**src/rtl/apb_mod_pkg.sv**
```systemverilog
// Shared definitions for the APB register block: FSM state encoding,
// default bank geometry and the register reset value.
package apb_mod_pkg;

  typedef enum logic [1:0] {
    IDLE   = 2'd0,
    SETUP  = 2'd1,
    ACCESS = 2'd2
  } apb_state_t;

  localparam int unsigned DATA_W_DEF = 32;
  localparam int unsigned NREGS_DEF  = 16;
  localparam int unsigned IDX_W_DEF  = 4;

  localparam logic [31:0] RST_VAL = '0;

endpackage

```
**src/rtl/apb_mod_top_regfile.sv**
```systemverilog
// apb_regfile: NREGS x DATA_W register storage with one synchronous write
// port, one combinational read port and synchronous active-high reset.
module apb_regfile
  import apb_mod_pkg::*;
#(
  parameter int unsigned DATA_W = DATA_W_DEF,
  parameter int unsigned NREGS  = NREGS_DEF,
  parameter int unsigned IDX_W  = IDX_W_DEF
) (
  input  logic              clk_i,
  input  logic              rst_i,
  input  logic              we_i,
  input  logic [IDX_W-1:0]  widx_i,
  input  logic [DATA_W-1:0] wdata_i,
  input  logic [IDX_W-1:0]  ridx_i,
  output logic [DATA_W-1:0] rdata_o
);

  logic [DATA_W-1:0] mem_q [NREGS];

  // Storage update: reset clears every entry and takes priority over a write.
  always_ff @(posedge clk_i) begin
    if (rst_i) begin
      for (int unsigned i = 0; i < NREGS; i++) begin
        mem_q[IDX_W'(i)] <= DATA_W'(RST_VAL);
      end
    end else if (we_i) begin
      mem_q[widx_i] <= wdata_i;
    end
  end

  assign rdata_o = mem_q[ridx_i];

endmodule

```
**src/rtl/apb_mod_top.sv**
```systemverilog
// apb_mod_top: zero-wait-state APB slave over a word-indexed register bank.
// Optional feature macro: APB_RD_CLEAR_EN -- when defined, PRDATA is cleared
// on every edge with PSELx low instead of holding the last read value.
module apb_mod_top
  import apb_mod_pkg::*;
#(
  parameter int unsigned DATA_W = DATA_W_DEF,
  parameter int unsigned NREGS  = NREGS_DEF,
  parameter int unsigned IDX_W  = IDX_W_DEF
) (
  input  logic              PCLK,
  input  logic              PRESETn,
  input  logic [31:0]       PADDR,
  input  logic              PSELx,
  input  logic              PENABLE,
  input  logic              PWRITE,
  input  logic [DATA_W-1:0] PWDATA,
  output logic [DATA_W-1:0] PRDATA
);

  apb_state_t        state_q, state_d;
  logic [DATA_W-1:0] prdata_q, prdata_d;
  logic [IDX_W-1:0]  idx;
  logic              in_range;
  logic              commit;
  logic [DATA_W-1:0] rf_rdata;

  assign idx      = PADDR[IDX_W-1:0];
  assign in_range = ~|PADDR[31:IDX_W];

  // Next state follows the sampled strobes directly, from any state.
  always_comb begin
    state_d = state_q;
    if (!PSELx) begin
      state_d = IDLE;
    end else if (!PENABLE) begin
      state_d = SETUP;
    end else begin
      state_d = ACCESS;
    end
  end

  // A write commits only on the edge that enters ACCESS, so a held
  // PENABLE cannot re-commit; reset is folded in to drop a same-edge write.
  always_comb begin
    commit = PSELx && PENABLE && PWRITE && in_range &&
             (state_q != ACCESS) && !PRESETn;
  end

  // Read data selection: load on reads, otherwise hold or clear on idle.
  always_comb begin
    prdata_d = prdata_q;
    if (PSELx && !PWRITE) begin
      prdata_d = in_range ? rf_rdata : '0;
    end
`ifdef APB_RD_CLEAR_EN
    else if (!PSELx) begin
      prdata_d = '0;
    end
`else
`endif
  end

  // State and read-data registers with synchronous active-high reset.
  always_ff @(posedge PCLK) begin
    if (PRESETn) begin
      state_q  <= IDLE;
      prdata_q <= DATA_W'(RST_VAL);
    end else begin
      state_q  <= state_d;
      prdata_q <= prdata_d;
    end
  end

  apb_regfile #(
    .DATA_W (DATA_W),
    .NREGS  (NREGS),
    .IDX_W  (IDX_W)
  ) u_regfile (
    .clk_i   (PCLK),
    .rst_i   (PRESETn),
    .we_i    (commit),
    .widx_i  (idx),
    .wdata_i (PWDATA),
    .ridx_i  (idx),
    .rdata_o (rf_rdata)
  );

  assign PRDATA = prdata_q;

endmodule

```
**config.mk**
```make
export PLATFORM = sky130hd
export DESIGN_NAME = apb_mod_top
export DESIGN_NICKNAME = d
export VERILOG_FILES = /design/src/rtl/apb_mod_pkg.sv /design/src/rtl/apb_mod_top_regfile.sv /design/src/rtl/apb_mod_top.sv
export SDC_FILE = /design/constraint.sdc
export NUM_CORES = 1
export LEC_CHECK = 0
export ABC_AREA = 0
export BUFFER_PORTS_ARGS = -buffer_cell sky130_fd_sc_hd__buf_2
export CAP_MARGIN = 20
export CORE_AREA = 3 3 254 256
export CTS_BUF_LIST = sky130_fd_sc_hd__clkbuf_8
export DETAILED_ROUTE_END_ITERATION = 10
export DIE_AREA = 0 0 257 259
export HOLD_SLACK_MARGIN = 0.02
export PLACE_DENSITY = 0.54
export SYNTH_ARGS = -nofsm -noshare
export SYNTH_HDL_FRONTEND = slang
export SYNTH_SLANG_ARGS = --single-unit
```
**constraint.sdc**
```tcl
create_clock -name PCLK -period 7 [get_ports PCLK]
set_clock_uncertainty 0.15 [all_clocks]
set_input_delay 1.05 -clock PCLK [delete_from_list [all_inputs] [get_ports PCLK]]
set_output_delay 1.05 -clock PCLK [all_outputs]
set_load 0.02 [all_outputs]
```
# Word-level counts from Yosys, hierarchy flattened
# Memory sizes are Yosys's and may differ from the RTL's.
# Cells that the tools add are included.
[totals] output_inout_bits=32 n_memories=1 reg_bits=34 ramBits=512
[op_classes] mux=10 bitwise_logic=1 n_eq_ne=1 reduce_logical=12
[memory_table] memory="u_regfile.mem_q" words=16 word_bits=32 read_ports=1 rd_clocked_by_memory_dff=0 write_ports=16 line_no="apb_mod_top_regfile.sv:19" rtl="logic [DATA_W-1:0] mem_q [NREGS];"
[ops] cell="$mux 32" n=2
[ops] cell="$reduce_or 32->1" n=1
[ops] cell="$reduce_or 28->1" n=1
[ops] cell="$logic_and 1x1->1" n=6
[ops] cell="$mux 1" n=6
[ops] cell="$mux 4" n=1
[ops] cell="$logic_not 1->1" n=3
[ops] cell="$mux 2" n=1
[ops] cell="$ne 2x2->1 const B" n=1
[ops] cell="$reduce_or 2->1" n=1
[ops] cell="$not 1->1" n=1

# Depth between registers and ports, before layout
# Gate-level depths: netlist of the first run.
[depth] ltp_word=10 ltp_mapped=7 depth_no_buf=4

# Cells and area by module
# From an unflattened synthesis of the first run, not the netlist that was laid out.
[hier_totals] cells_unflattened=1583 area_unflattened_um2=24698.7
[modules_own_cells] mod="apb_regfile" n_inst=1 cells_per_inst=1416 area_each_um2=22893.2
[modules_own_cells] mod="apb_mod_top" n_inst=1 cells_per_inst=167 area_each_um2=1805.5

# Least setup slack after synthesis of the first run
# Ideal clock, no wire load.
[synth_path] path_kind="in2reg" startpoint="input port PADDR[19]" endpoint="memory u_regfile.mem_q[7][0] (netlist name) (enable)" path_stages=6 setup_slack_ns=1.670 path_buffers=2 arrival_time_ns=4.710 path_cell_list="or4_1 > nor2_1 > nand4_1 > buf_2 > buf_2 > o31ai_1"
[synth_lines] element="start: declaration" line_no="apb_mod_top.sv:13" rtl="input logic [31:0] PADDR,"
[synth_lines] element="end: declaration" line_no="apb_mod_top_regfile.sv:19"

==> impl_metrics.tcl, run 1 <==
set metrics [dict create \
    wl_met2_mm 32.5 \
    maxSlewHeadroom_pct 24.8 \
    synth-compound-area-share_pct 7.13 \
    std_cell_rows 92 \
    hp-class "flip-flop to flip-flop" \
    synth_xor_area_share_pct 0 \
    grt_usage_pct 22.8 \
    drtIter0Drc 2088 \
    initial_core_util_pct 39.6 \
    multi_input_area_sq_um 7960 \
    fin_crit_sh_pct 56.6 \
    firstDrtPassIters 5 \
    hpwl_mm 47.7 \
    ys_warn_count 0 \
    critPathMaxStageDelay_ns 0.85 \
    cts.path.max_buffers 3 \
    hold-worst-slack_ns 0.371 \
    drt-met1-wl_mm 35.3 \
    cts_max_level 3 \
    synthAdderAreaFrac_pct 0 \
    setup_violations 0 \
    clockRootBuffer "clkbuf_8" \
    status "finished clean" \
    antenna_found_initial 3 \
    crit_buf_inv 4 \
    syn_to_final_growth_pct 11.7 \
    final_cell_mix "nor3_1 (512), edfxtp_1 (512), mux2i_1 (187)" \
    grt_max_degree 131 \
    ys.flop_type "edfxtp_1" \
    synth_top_family_by_area "simple AND/OR/NAND/NOR gates" \
    cts_sinks 546 \
    die_h_um 259 \
    num_vias 17522 \
    cellPowerDensity_nw_per_um2 245 \
    dpl.cell_count 2751 \
    synth_simple_gate_area_share_pct 13.2 \
    wl_mm 77.6 \
    cts_hold_buf 0 \
    highest_layer "met5" \
    stdcell_count 2918 \
    n_fill_cell 5702 \
    final_max_slew_viol_count 0 \
    dr_wl_met3_mm 8.49 \
    synth_cell_type_count 34 \
    nNetsFinal 2069 \
    critPathTopFamily "buffers and inverters" \
    via_per_inst 6.00 \
    layout-drive-gt1-share_pct 17.5 \
    synth_edf_count 512 \
    cts_tree "done" \
    portBuffers 100 \
    max-cap-violations 0 \
    grt_pass1_wl_mm 114 \
    crit_slowest_cell "buf_4" \
    boundaryPins 101 \
    gp_congestion 0.840 \
    dieArea_sq_um 66600 \
    grt_setup_unrepaired "no" \
    cts_resized 0 \
    worstSetupPathType "primary input to flip-flop" \
    muxShareOfSynthArea_pct 10.7 \
    cts_setup_buffers 0 \
    grt_pass1_vias 16891 \
    clk_pin_slew_ns 0.06 \
    synth_area_sq_um 24900 \
    yosysSeqAreaShare_pct 64.6 \
    worst_ep_required_time_ns 7.21 \
    worstMarginPinSlew_ns 1.12 \
    async_reset_ff_share_pct 0 \
    critPathMaxFanout 130 \
    antenna_left 0 \
    syn_avg_cell_area_sq_um 12.7 \
    drc 0 \
    wl_per_cell_um 26.6 \
    seqCellArea_sq_um 16100 \
    synth_fp_nets 2032 \
    insertion_delay_ns 0.68 \
    cts_made_buffers 92 \
    hold_viol 0 \
    synthCells 1963 \
    fin_tns_setup_ns 0 \
    p_leak_nw 9.69 \
    grt_overflow_total 0 \
    fmax_ghz 0.252 \
    crit_top_cell "buf_4" \
    ir_drop_v 0.000135 \
    die_x_um 257 \
    crit_arrival_ns 4.18 \
    period_needed_ns 3.96 \
    cp-end-kind "flip-flop" \
    timing.critical_path.from_type "primary input" \
    core_sq_um 62700 \
    ys_ff_latch 546 \
    crit_chain "buf_2 -> and3b_1 -> and3_1 -> nand4_1 -> buf_12 -> buf_4 -> buf_4 -> nor3_1" \
]
-- synthesized netlist by cell type (3+ instances only) --
cell type  count  area, sq um
edfxtp_1     512        15400
nor3_1       512         2560
mux2i_1      187         1870
nand2_1      132          495
clkbuf_1     119          447
a221oi_1      95          832
buf_2         75          375
mux2_2        66          743
a22oi_1       62          465
dfxtp_1       34          681
inv_1         34          128
a21oi_1       32          160
o22ai_1       31          194
buf_6         10          113
o31ai_1       10         75.1
or2_2          7         43.8
o21ai_0        6         30.0
buf_1          5         18.8
nand2b_1       5         31.3
nor4_1         5         31.3
nor2b_1        4         25.0
and2_1         3         18.8
nor2_1         3         11.3
-- routing by layer --
metal,GRT usage (%),vias up
li1,-,7715
met1,35.0,8831
met2,31.9,888
met3,5.84,86
met4,6.08,2
met5,0,-
-- stage by stage --
stage	instance area (sq um)	utilization [%]	worst slack, ns	total power, W
final	27800	44.3	3.04	0.00680
after global routing	27800	44.3	2.87	0.00702
after CTS	27700	44.2	3.16	0.00683
after detailed placement	26100	41.6	2.44	0.00426
after global placement	26100	41.6	2.48	0.00426
after floorplan	24900	-	1.67	0.00403
-- cell families (layout without fill, tap and decap cells) --
family          count (synthesis)  after routing
compound gates                238            238
other cells                     0              1
mux                           255            255
buf+inv                       243            351
simple gates                  681            681
flops                         546            546
-- where the power goes --
group	total [W]	internal, W	switching, W	leakage, nW
Combinational	0.000548	0.000140	0.000408	2.95
Sequential	0.00366	0.00363	0.0000222	5.77
Clock	0.00260	0.00129	0.00131	0.965
-- area by class of cell --
type,count,share of cell area [%]
Sequential cell,546,57.8
Multi-Input combinational cell,1174,28.7
Clock buffer,98,4.86
Tap cell,846,3.81
Timing Repair Buffer,152,3.36
Clock inverter,67,1.01
Inverter,34,0.460
Antenna cell,1,0.00901
-- registers in the layout, indices dropped and copies added, names as in the netlist --
name	flops
state_q	2
PRDATA	32
u_regfile.mem_q	512
-- worst paths after layout --
| kind | start | endpoint | slack (ns) | cells past startpoint |
|---|---|---|---|---|
| worst max-delay path | PRESETn | u_regfile.mem_q[15][13]$_SDFFCE_PN0P_ | 3.04 | 8 |
| worst min-delay path | PRDATA[27]$_SDFFE_PP0P_ | PRDATA[27]$_SDFFE_PP0P_ | 0.37 | 2 |
| worst max register to register | state_q[0]$_SDFF_PP0_ | u_regfile.mem_q[15][13]$_SDFFCE_PN0P_ | 3.33 | 7 |
| worst min register to register | PRDATA[27]$_SDFFE_PP0P_ | PRDATA[27]$_SDFFE_PP0P_ | 0.37 | 2 |
-- worst register-to-register path, stage by stage, from the launching register on --
cell and delay [ns]:
dfxtp_1 0.29, nand2b_1 0.12, and3_1 0.17, nand4_1 0.15, buf_12 0.54, buf_4 0.96
buf_4 0.79, nor3_1 0.19
No activity file was read; power rests on OpenSTA's default activity.
==> run 2: changes to the inputs <==
ABC_AREA = 1   (was 0)
CORE_AREA = 3 3 261 263   (was 3 3 254 256)
DIE_AREA = 0 0 264 266   (was 0 0 257 259)
clock period = 3.85 ns   (was 7 ns; I/O delays follow)
==> run 2 against run 1 <==
Net effect: cell count grew 43%; sequential power grew 81%; register-to-register slack lost 1.8 ns; hold slack lost 0.21 ns; sequential share of layout area shrank 3.5 points; first-iteration DRC count shrank 30%; worst setup slack lost 1.8 ns; clock power grew 94%; clock-buffer cell count grew 6; design area grew 6.5%; highest routed layer is now met4; via count grew 15%.
==> impl_metrics.tcl, run 2 <==
set metrics [dict create \
    cp-end-kind "flip-flop" \
    clk_pin_slew_ns 0.06 \
    cts_setup_buffers 0 \
    worst_ep_required_time_ns 4.07 \
    r2r_start "state_q[0]$_SDFF_PP0_" \
    worstMarginPinSlew_ns 0.909 \
    critPathMaxStageDelay_ns 0.51 \
    synth.most_common_cell "nand2_1" \
    crit_slowest_cell "dlygate4sd3_1" \
    grt_pass1_wl_mm 119 \
    hpwl_mm 44.8 \
    portBuffers 100 \
    cp-endpoint "u_regfile.mem_q[0][29]$_SDFFCE_PN0P_" \
    synth_top_cell_area_share_pct 58.6 \
    synth_area_sq_um 26200 \
    core_sq_um 65900 \
    hp-class "primary input to flip-flop" \
    seqCellArea_sq_um 16100 \
    grt_setup_unrepaired "no" \
    gp_congestion 0.840 \
    cts.path.max_buffers 3 \
    drtIter0Drc 1456 \
    final_common_cell "nand2_1" \
    synth_cell_type_count 20 \
    critPathMaxFanout 19 \
    ys_ff_latch 546 \
    synth_fp_nets 3213 \
    timing.critical_path.from_type "primary input" \
    cts_made_buffers 94 \
    n_fill_cell 6605 \
    grt_usage_pct 22.5 \
    crit_chain "dlygate4sd3_1 -> buf_2 -> nand3_1 -> a211oi_4 -> buf_4 -> nand4_4 -> nand2_2 -> buf_12" \
    wl_per_cell_um 19.2 \
    status "finished clean" \
    synth_common_cells "nand2_1 (1190), nor2_1 (722), edfxtp_1 (512)" \
    crit_arrival_ns 2.85 \
    fin_ws_ns 1.21 \
    insertion_delay_ns 0.69 \
    ir_drop_v 0.000262 \
    antenna_found_initial 1 \
    fmax_ghz 0.379 \
    worstSetupPathType "primary input to flip-flop" \
    synthTopCellsByArea "edfxtp_1 (59%), nand2_1 (17%), nor2_1 (10%), inv_1 (5.9%), dfxtp_1 (2.6%)" \
    r2r_setup_slack_ns 1.50 \
    die_x_um 264 \
    yosysSeqAreaShare_pct 61.2 \
    ys_warn_count 0 \
    cts_sinks 546 \
    r2r_end "u_regfile.mem_q[0][29]$_SDFFCE_PN0P_" \
    fin_tns_setup_ns 0 \
    largest_register "u_regfile.mem_q" \
    async_reset_ff_share_pct 0 \
    dpl.cell_count 3990 \
    syn_to_final_growth_pct 12.7 \
    clockRootBuffer "clkbuf_8" \
    cellPowerDensity_nw_per_um2 431 \
    layout-drive-gt1-share_pct 9.77 \
    maxSlewHeadroom_pct 39.4 \
    yosysTopAreaCell "edfxtp_1" \
    drc 0 \
    fin_crit_sh_pct 68.5 \
    cts_tree "done" \
    ys.flop_type "edfxtp_1" \
    wl_mm 79.8 \
    initial_core_util_pct 39.8 \
    nNetsFinal 3293 \
    crit_start "PENABLE" \
    hold-worst-slack_ns 0.160 \
    hold_viol 0 \
    grt_max_degree 116 \
    antenna_left 0 \
    firstDrtPassIters 5 \
    synth_edf_count 512 \
    multi_input_area_sq_um 7930 \
    cts_max_level 3 \
    syn_avg_cell_area_sq_um 8.34 \
    stdcell_count 4166 \
    dieArea_sq_um 70200 \
    via_per_inst 4.85 \
    final_max_slew_viol_count 0 \
    std_cell_rows 94 \
    boundaryPins 101 \
    setup_violations 0 \
    p_leak_nw 14.2 \
    die_h_um 266 \
    largest_reg_flops 512 \
    r2r_cells 6 \
    synthCells 3144 \
    grt_overflow_total 0 \
    period_needed_ns 2.64 \
    preCtsSetupSlack_ns 0.814 \
    max-cap-violations 0 \
    final_cell_mix "nand2_1 (1173), nor2_1 (718), edfxtp_1 (512)" \
    num_vias 20197 \
    grt_pass1_vias 19727 \
]
-- run 2: changes by cell type after synthesis, moves of 35 or more --
cell	change
nand2_1	+1058
nor2_1	+719
nor3_1	-511
inv_1	+380
mux2i_1	-187
a221oi_1	-95
mux2_2	-66
a22oi_1	-62
buf_2	-35
-- run 2: per-layer routing --
layer | part of all wire (%) | vias up | GRT usage, %
li1 | - | 9699 | -
met1 | 43 | 9678 | 29.9
met2 | 47 | 674 | 37.2
met3 | 7.1 | 146 | 4.62
met4 | 3.0 | 0 | 7.08
met5 | 0 | - | 0
-- run 2: logic make-up (layout without fill, tap and decap cells) --
kind of cell	after synthesis	after routing	share of synthesized area, %
buffers and inverters	603	756	8.86
AO/OA/AOI/OAI	64	64	1.57
other	0	5	0
AND/OR/NAND/NOR	1931	1931	28.4
flip-flops	546	546	61.2
-- run 2: worst max-delay path, delay by kind of cell --
kind,cells,cell delay [ns]
AND/OR/NAND/NOR,3,0.77
buffers and inverters,4,1.27
AO/OA/AOI/OAI,1,0.19
-- run 2: layout make-up --
cell class	instances	area share, %
Inverter	417	5.32
Antenna cell	5	0.0423
Multi-Input combinational cell	1995	26.8
Clock inverter	65	1.10
Clock buffer	104	4.84
Sequential cell	546	54.3
Timing Repair Buffer	170	3.95
Tap cell	864	3.66
-- run 2: where the power goes --
| group | internal [W] | switching [W] | leakage [nW] |
|---|---|---|---|
| clock | 0.00260 | 0.00243 | 1.02 |
| combinational | 0.000272 | 0.000787 | 7.41 |
| sequential | 0.00660 | 0.0000378 | 5.77 |
| total | 0.00948 | 0.00326 | 14.2 |
-- run 2: repair_timing --
| action | 4_1_cts | 5_1_grt |
|---|---|---|
| hold buffers | 2 | 0 |
| resized for setup | 0 | 0 |
| endpoints found under the hold margin | 1 | 0 |
-- run 2: how the worst min path moves through the flow --
stage,endpoint,startpoint,cells after the start
finish,state_q[1]$_SDFF_PP0_,PSELx,3
floorplan,PRDATA[0]$_SDFFE_PP0P_,PRDATA[0]$_SDFFE_PP0P_,2
global placement,PRDATA[28]$_SDFFE_PP0P_,PRDATA[28]$_SDFFE_PP0P_,2
detailed placement,PRDATA[26]$_SDFFE_PP0P_,PRDATA[26]$_SDFFE_PP0P_,2
global route,state_q[1]$_SDFF_PP0_,PSELx,3
CTS,state_q[1]$_SDFF_PP0_,PRESETn,4
-- run 2: metrics by stage --
step           util [%]  total power [W]  area [sq um]
3_3_place_gp       42.2          0.00782         27800
5_1_grt            44.9           0.0132         29600
3_5_place_dp       42.2          0.00782         27800
4_1_cts            44.9           0.0129         29600
2_1_floorplan         -          0.00741         26200
6_report           44.9           0.0127         29600
